===== src/rtl/rv_nextpc_pred.sv =====
// -----------------------------------------------------------------------------
// rv_nextpc_pred
//   Fetch-stage next-PC unit. Holds the architectural fetch PC, predicts the
//   next PC through a direct-mapped BTB with 2-bit saturating counters,
//   resolves branches arriving from EX, raises a redirect on mispredict and
//   trains the BTB with the resolved outcome.
//
// Ports
//   clk, rst_n        clock (rising edge), asynchronous active-low reset
//   stall             hold the fetch PC (a redirect still wins)
//   pc                registered fetch PC
//   pred_taken        BTB predicts taken for pc
//   pred_target       predicted next PC for pc (pc+4 when not taken)
//   ex_valid          EX stage holds a valid instruction
//   ex_branch         branch kind (BR_NONE/BEQ/BNE/BLT/BGE/JAL/JALR)
//   ex_zero, ex_less  ALU flags for the conditional branch decision
//   ex_pc, ex_rs,
//   ex_imm            EX instruction PC, rs1 value and sign-extended immediate
//   ex_pred_taken,
//   ex_pred_target    prediction that travelled down the pipe with ex_pc
//   br_taken          resolved outcome of the EX instruction (comb)
//   redirect          mispredict: flush IF/ID and load redirect_pc (comb)
//   redirect_pc       correct next PC for the EX instruction (comb)
// -----------------------------------------------------------------------------
module rv_nextpc_pred #(
  parameter int unsigned           ADDR_WIDTH = 32,
  parameter int unsigned           DATA_WIDTH = 32,
  parameter int unsigned           BTB_DEPTH  = 16,
  parameter logic [ADDR_WIDTH-1:0] RESET_PC   = {ADDR_WIDTH{1'b0}}
) (
  input  logic                  clk,
  input  logic                  rst_n,
  input  logic                  stall,
  output logic [ADDR_WIDTH-1:0] pc,
  output logic                  pred_taken,
  output logic [ADDR_WIDTH-1:0] pred_target,
  input  logic                  ex_valid,
  input  logic [2:0]            ex_branch,
  input  logic                  ex_zero,
  input  logic                  ex_less,
  input  logic [ADDR_WIDTH-1:0] ex_pc,
  input  logic [DATA_WIDTH-1:0] ex_rs,
  input  logic [DATA_WIDTH-1:0] ex_imm,
  input  logic                  ex_pred_taken,
  input  logic [ADDR_WIDTH-1:0] ex_pred_target,
  output logic                  br_taken,
  output logic                  redirect,
  output logic [ADDR_WIDTH-1:0] redirect_pc
);

  // Branch kind encoding shared with the EX stage.
  localparam logic [2:0] BR_NONE = 3'd0;
  localparam logic [2:0] BR_BEQ  = 3'd1;
  localparam logic [2:0] BR_BNE  = 3'd2;
  localparam logic [2:0] BR_BLT  = 3'd3;
  localparam logic [2:0] BR_BGE  = 3'd4;
  localparam logic [2:0] BR_JAL  = 3'd5;
  localparam logic [2:0] BR_JALR = 3'd6;

  localparam int unsigned IW = $clog2(BTB_DEPTH);
  localparam int unsigned TW = ADDR_WIDTH - IW - 2;
  localparam logic [ADDR_WIDTH-1:0] PC_INC = {{(ADDR_WIDTH-3){1'b0}}, 3'd4};

  // BTB storage
  logic                  valid_q [BTB_DEPTH];
  logic [TW-1:0]         tag_q   [BTB_DEPTH];
  logic [ADDR_WIDTH-1:0] tgt_q   [BTB_DEPTH];
  logic [1:0]            ctr_q   [BTB_DEPTH];

  logic [ADDR_WIDTH-1:0] pc_q, pc_d;

  // Lookup side (fetch PC)
  logic [IW-1:0]         fe_idx_s;
  logic [TW-1:0]         fe_tag_s;
  logic                  fe_hit_s;
  logic                  pred_taken_s;
  logic [ADDR_WIDTH-1:0] pred_target_s;

  // Resolution side (EX instruction)
  logic [ADDR_WIDTH-1:0] imm_a_s, rs_a_s;
  logic [ADDR_WIDTH-1:0] jalr_sum_s;
  logic [ADDR_WIDTH-1:0] tgt_s;
  logic                  br_taken_s;
  logic                  redirect_s;
  logic [ADDR_WIDTH-1:0] redirect_pc_s;

  // Training side
  logic [IW-1:0]         ex_idx_s;
  logic [TW-1:0]         ex_tag_s;
  logic                  ex_hit_s;
  logic                  btb_we_s;
  logic                  valid_d;
  logic [TW-1:0]         tag_d;
  logic [ADDR_WIDTH-1:0] tgt_d;
  logic [1:0]            ctr_d;

  // Bring rs/imm to address width: truncate when wider, sign-extend the
  // immediate (and zero-extend rs) when narrower.
  if (DATA_WIDTH >= ADDR_WIDTH) begin : g_opnd_trunc
    assign imm_a_s = ex_imm[ADDR_WIDTH-1:0];
    assign rs_a_s  = ex_rs[ADDR_WIDTH-1:0];
  end else begin : g_opnd_ext
    assign imm_a_s = {{(ADDR_WIDTH-DATA_WIDTH){ex_imm[DATA_WIDTH-1]}}, ex_imm};
    assign rs_a_s  = {{(ADDR_WIDTH-DATA_WIDTH){1'b0}}, ex_rs};
  end

  assign fe_idx_s = pc_q[IW+1:2];
  assign fe_tag_s = pc_q[ADDR_WIDTH-1:IW+2];
  assign ex_idx_s = ex_pc[IW+1:2];
  assign ex_tag_s = ex_pc[ADDR_WIDTH-1:IW+2];

  // BTB lookup for the current fetch PC; reads pre-update contents.
  always_comb begin
    fe_hit_s      = valid_q[fe_idx_s] & (tag_q[fe_idx_s] == fe_tag_s);
    pred_taken_s  = fe_hit_s & ctr_q[fe_idx_s][1];
    pred_target_s = pc_q + PC_INC;
    if (pred_taken_s) begin
      pred_target_s = tgt_q[fe_idx_s];
    end else begin
      pred_target_s = pc_q + PC_INC;
    end
  end

  // Resolve the EX instruction: outcome, target and mispredict detection.
  always_comb begin
    br_taken_s    = 1'b0;
    jalr_sum_s    = rs_a_s + imm_a_s;
    tgt_s         = ex_pc + imm_a_s;
    redirect_s    = 1'b0;
    redirect_pc_s = ex_pc + PC_INC;
    if (ex_branch == BR_JALR) begin
      tgt_s = {jalr_sum_s[ADDR_WIDTH-1:1], 1'b0};
    end else begin
      tgt_s = ex_pc + imm_a_s;
    end
    if (ex_valid) begin
      case (ex_branch)
        BR_BEQ:  br_taken_s = ex_zero;
        BR_BNE:  br_taken_s = ~ex_zero;
        BR_BLT:  br_taken_s = ex_less;
        BR_BGE:  br_taken_s = ~ex_less;
        BR_JAL:  br_taken_s = 1'b1;
        BR_JALR: br_taken_s = 1'b1;
        default: br_taken_s = 1'b0;
      endcase
      // A correct direction with a stale target is still a mispredict.
      redirect_s = (br_taken_s != ex_pred_taken) |
                   (br_taken_s & (tgt_s != ex_pred_target));
    end else begin
      br_taken_s = 1'b0;
      redirect_s = 1'b0;
    end
    if (br_taken_s) begin
      redirect_pc_s = tgt_s;
    end else begin
      redirect_pc_s = ex_pc + PC_INC;
    end
  end

  // Next fetch PC: redirect beats stall, stall beats prediction.
  always_comb begin
    pc_d = pred_target_s;
    if (redirect_s) begin
      pc_d = redirect_pc_s;
    end else if (stall) begin
      pc_d = pc_q;
    end else begin
      pc_d = pred_target_s;
    end
  end

  // New contents of the BTB entry addressed by the EX instruction.
  always_comb begin
    btb_we_s = ex_valid & (ex_branch != BR_NONE);
    ex_hit_s = valid_q[ex_idx_s] & (tag_q[ex_idx_s] == ex_tag_s);
    valid_d  = valid_q[ex_idx_s];
    tag_d    = tag_q[ex_idx_s];
    tgt_d    = tgt_q[ex_idx_s];
    ctr_d    = ctr_q[ex_idx_s];
    if (br_taken_s) begin
      valid_d = 1'b1;
      tag_d   = ex_tag_s;
      tgt_d   = tgt_s;
      if (!ex_hit_s) begin
        ctr_d = 2'b10;                       // fresh entry starts weakly taken
      end else if (ctr_q[ex_idx_s] != 2'b11) begin
        ctr_d = ctr_q[ex_idx_s] + 2'd1;
      end else begin
        ctr_d = 2'b11;
      end
    end else if (ex_hit_s) begin
      if (ctr_q[ex_idx_s] != 2'b00) begin
        ctr_d = ctr_q[ex_idx_s] - 2'd1;
      end else begin
        ctr_d = 2'b00;
      end
    end else begin
      ctr_d = ctr_q[ex_idx_s];               // not-taken miss leaves entry alone
    end
  end

  // PC register and BTB array; training ignores stall.
  always_ff @(posedge clk or negedge rst_n) begin
    if (!rst_n) begin
      pc_q <= RESET_PC;
      for (int i = 0; i < BTB_DEPTH; i++) begin
        valid_q[i] <= 1'b0;
        tag_q[i]   <= {TW{1'b0}};
        tgt_q[i]   <= {ADDR_WIDTH{1'b0}};
        ctr_q[i]   <= 2'b01;
      end
    end else begin
      pc_q <= pc_d;
      if (btb_we_s) begin
        valid_q[ex_idx_s] <= valid_d;
        tag_q[ex_idx_s]   <= tag_d;
        tgt_q[ex_idx_s]   <= tgt_d;
        ctr_q[ex_idx_s]   <= ctr_d;
      end
    end
  end

  assign pc          = pc_q;
  assign pred_taken  = pred_taken_s;
  assign pred_target = pred_target_s;
  assign br_taken    = br_taken_s;
  assign redirect    = redirect_s;
  assign redirect_pc = redirect_pc_s;

endmodule

===== config.mk =====
export PLATFORM = sky130hd
export DESIGN_NAME = rv_nextpc_pred
export DESIGN_NICKNAME = d
export VERILOG_FILES = /design/src/rtl/rv_nextpc_pred.sv
export SDC_FILE = /design/constraint.sdc
export NUM_CORES = 2
export LEC_CHECK = 0
export ABC_AREA = 0
export BUFFER_PORTS_ARGS = -buffer_cell sky130_fd_sc_hd__buf_2
export CORE_ASPECT_RATIO = 0.9
export CORE_MARGIN = 2
export CORE_UTILIZATION = 61
export CTS_BUF_LIST = sky130_fd_sc_hd__clkbuf_4 sky130_fd_sc_hd__clkbuf_8
export DETAILED_ROUTE_END_ITERATION = 7
export MAX_ROUTING_LAYER = met4
export PLACE_DENSITY_LB_ADDON = 0.05
export SLEW_MARGIN = 15
export SYNTH_ARGS = -nofsm -noshare
export SYNTH_HDL_FRONTEND = slang
export SYNTH_SLANG_ARGS = --single-unit

===== constraint.sdc =====
create_clock -name clk -period 5.8 [get_ports clk]
set_input_delay 0.58 -clock clk [delete_from_list [all_inputs] [get_ports clk]]
set_output_delay 0.58 -clock clk [all_outputs]
set_load 0.05 [all_outputs]

==> metrics.txt <==
Starting DRT DRC Count=between 5000 and 6000; Post-Route WL=196.7 mm; clk sink count=1008; P_leak=26.93 nW; nets=5728; CTS Buf Count=roughly 170; status=completed; hold path start=ex_pc[0]; # DRC=0; drt pass-1 iters=8; FF-to-FF Start=pc[2]; slowest CP cell=or4_4; Worst-Skew Late Latency=0.88 ns; crit start category=flop; fin crit period=5.758 ns; Die ar.=98640 sq um; HPWL Detailed=128.0 mm; VDD IR max=0.3044 mV; dpl cells=6592; Largest stage delay, worst path=0.60 ns; CP cell instances=buf_4 > buf_12 > mux4_2 > mux4_2 > xnor2_1 > nand4b_1 > or3_1 > or4_4 > a21oi_1 > buf_12; max_cap viols=0; vias per cell=6.799; Syn Area/Cell=10.81 sq um; crit path kind=reg2out; fraction of registers with async set or reset after synthesis=100.0%; Post-synth EDFFs=0; Yosys top cell area share=a little over two fifths; Worst Path Required=5.22 ns; GR Overflow Total=0; total number of vias=~47000; Root Buffer=clkbuf_8; Hold Path Sink=pc[0]; Ys Warns=0; crit path capture type=primary output; Site Rows=107; Register-to-Register Setup Slack=0.98 ns; Syn Inst Count=5427; cell taking the most area after synthesis=dfrtp_1; hold path cells=3; Worst slew margin=19.19%; Detail Route Antenna Nets=0; Routability Congestion=1.027; worst min-delay path category=in2reg; final hold vios=0; Ports=roughly 240; htree depth=4; GRT Total Usage=41.69%; Non-Filler Instances=6915; number of global-route vias before repair=45690; Max Fclk=173.7 MHz; fin. max-slew vios=0; Die X=330.8 um; fin worst setup slack=just over 0.04 ns; CTS tree=built; clock skew=0.05945 ns; synthesized net count=5633; IO buf count=236; P&R area growth vs syn=11.84%; proportion of layout cells with a drive suffix above 1=26.08%; Synth area leaders=dfrtp_1, mux4_2, a21oi_1, nor2_1, o21ai_0; pre-CTS WS=-0.2094 ns; Reg clk slew, reported paths=0.06 ns; drt wl/cell=28.45 um; Seq cells post-synth=1008; r2r worst-path depth=14; maximum number of pins on one net before global-route repair=170; first-pass GRT wire length=around 300 mm; CP max FO=18; slew at the pin with the worst max-slew slack=1.212 ns; sequential fraction of the synthesis area=43.05%; Cell Pwr Density=458.8 nW/um^2; Max Root-Sink Buffers=3; RR Endpoint=pc[24]; antenna violations before repair=12; core box area=94920 sq um; Starting Density=about three fifths; delay-heaviest family, CP=simple AND/OR/NAND/NOR gates; dominant synthesized flop cell=dfrtp_1; Crit path buffers/inverters=3; Syn Std Cell Area=58640 sq um; Synth cell types=91; Sum Neg Setup Slack=0 ns; WP data arrival=5.18 ns; # setup viols final=0; die height=298.2 um; Final Cycle Share=approximately 99%
synth_stat cells, types with 17 or more instances:
library cell	instances
mux2_2	74
ha_1	66
a31oi_1	23
o211ai_1	17
xnor2_1	128
buf_2	50
dfrtp_1	992
and3_1	28
inv_1	35
buf_1	53
nand2_1	381
nor4_1	19
clkbuf_1	379
nor3_1	36
nand3_1	57
mux4_2	589
nand4_1	38
nor2_1	840
mux2i_1	49
a21o_1	38
xor2_1	62
o21ai_0	345
a21oi_1	857
worst min-delay path: stages:
cell	delay, ns
buf_2	0.09
a21o_1	0.17
mux2_2	0.16
repair_timing:
action                                  in CTS  in global routing
setup buffers                                3                  9
endpoints found under the setup margin      30                  7
endpoints found under the hold margin       69                  0
gates resized for setup                      1                  3
hold buffers                                 1                  0
state kept, by name, summed over array words and instances (netlist names):
| name | cells |
|---|---|
| tag_q | 416 |
| ctr_q | 32 |
| pc | 32 |
| valid_q | 16 |
| tgt_q | 512 |
cell families (layout without fill, tap and decap cells):
group                    count (synthesis)  count (layout)  share of synthesized area (%)
AND/OR/NAND/NOR                       1485            1485                          10.56
buffers and inverters                  537             765                          3.732
other                                    0               7                              0
adder cells (fa/ha/maj)                 70              70                          1.513
multiplexers                           728             728                          25.25
XOR/XNOR                               190             190                          2.838
flip-flops                            1008            1008                          43.05
AO/OA/AOI/OAI                         1409            1409                          13.06
cell usage in the layout (no fill, tap or decap), types with 11 or more instances in the layout:
master,synthesis,final
nor2_4,0,12
nand2b_1,13,12
o211ai_1,17,17
mux2i_1,49,41
buf_2,50,219
mux4_2,589,589
nor3b_1,11,11
o21ai_0,345,345
xnor2_1,128,128
nand3_1,57,53
a31oi_1,23,23
xor2_1,62,62
dfstp_2,16,16
a21boi_1,12,11
a211oi_1,13,13
a21o_1,38,38
clkinv_2,0,22
nor2_1,840,827
ha_1,66,66
mux2_2,74,74
mux2_4,11,11
dfrtp_1,992,989
buf_12,0,53
inv_1,35,35
and3_1,28,28
clkbuf_4,0,40
and2_1,10,11
a21oi_1,857,855
nor3_1,36,36
bufinv_16,0,11
nand2_1,381,381
nor4_1,19,19
clkbuf_8,0,212
nand4_1,38,38
buf_4,7,149
nor2b_1,15,15
per-layer routing:
metal,vias to the layer above,GRT usage [%],routed length (um)
li1,20130,-,-
met1,23560,55.62,75230
met2,2755,58.50,87040
met3,569,13.16,24150
met4,0,19.41,10280
met5,-,-,0
per-stage QoR:
| stage | hold slack (ns) | power [mW] | util, % | area [sq um] |
|---|---|---|---|---|
| 2_1_floorplan | 0.2844 | 18.79 | - | 58640 |
| 6_report | 0.1662 | 30.09 | 69.10 | 65590 |
| 4_1_cts | 0.1038 | 29.82 | 68.93 | 65430 |
| 3_3_place_gp | 0.4743 | 22.28 | 64.85 | 61560 |
| 3_5_place_dp | 0.4860 | 22.66 | 64.86 | 61570 |
| 5_1_grt | 0.1533 | 31.46 | 69.10 | 65590 |
report_power, final:
group	internal [mW]	switching (mW)	total, mW
logic	5.46	6.24	11.7
registers	9.27	2.01	11.3
clock network	4.05	3.06	7.11
cell type report:
cell class              instances  area (sq um)
inverters                      36         140.1
flip-flops and latches       1008         25260
fillers                      7030         29330
clock buffers                 251          3211
multi-input cells            3882         31410
clock inverters                49         596.8
repair buffers                429          3388
well taps                    1253          1568
diodes                          7         17.52
how the worst max path moves through the flow:
stage | startpoint | cells after the start | end | slack [ns]
2_1_floorplan | pc[2] | 14 | pred_target[2] | 0.71
3_3_place_gp | ex_pc[2] | 12 | ctr_q[11] | -0.16
3_5_place_dp | ex_pc[2] | 12 | ctr_q[13] | -0.21
4_1_cts | pc[2] | 11 | pred_target[21] | 0.04
5_1_grt | pc[2] | 13 | pred_target[31] | -0.005
6_report | pc[2] | 10 | pred_target[23] | 0.04
Note: power is estimated with default switching activity, not from simulation.
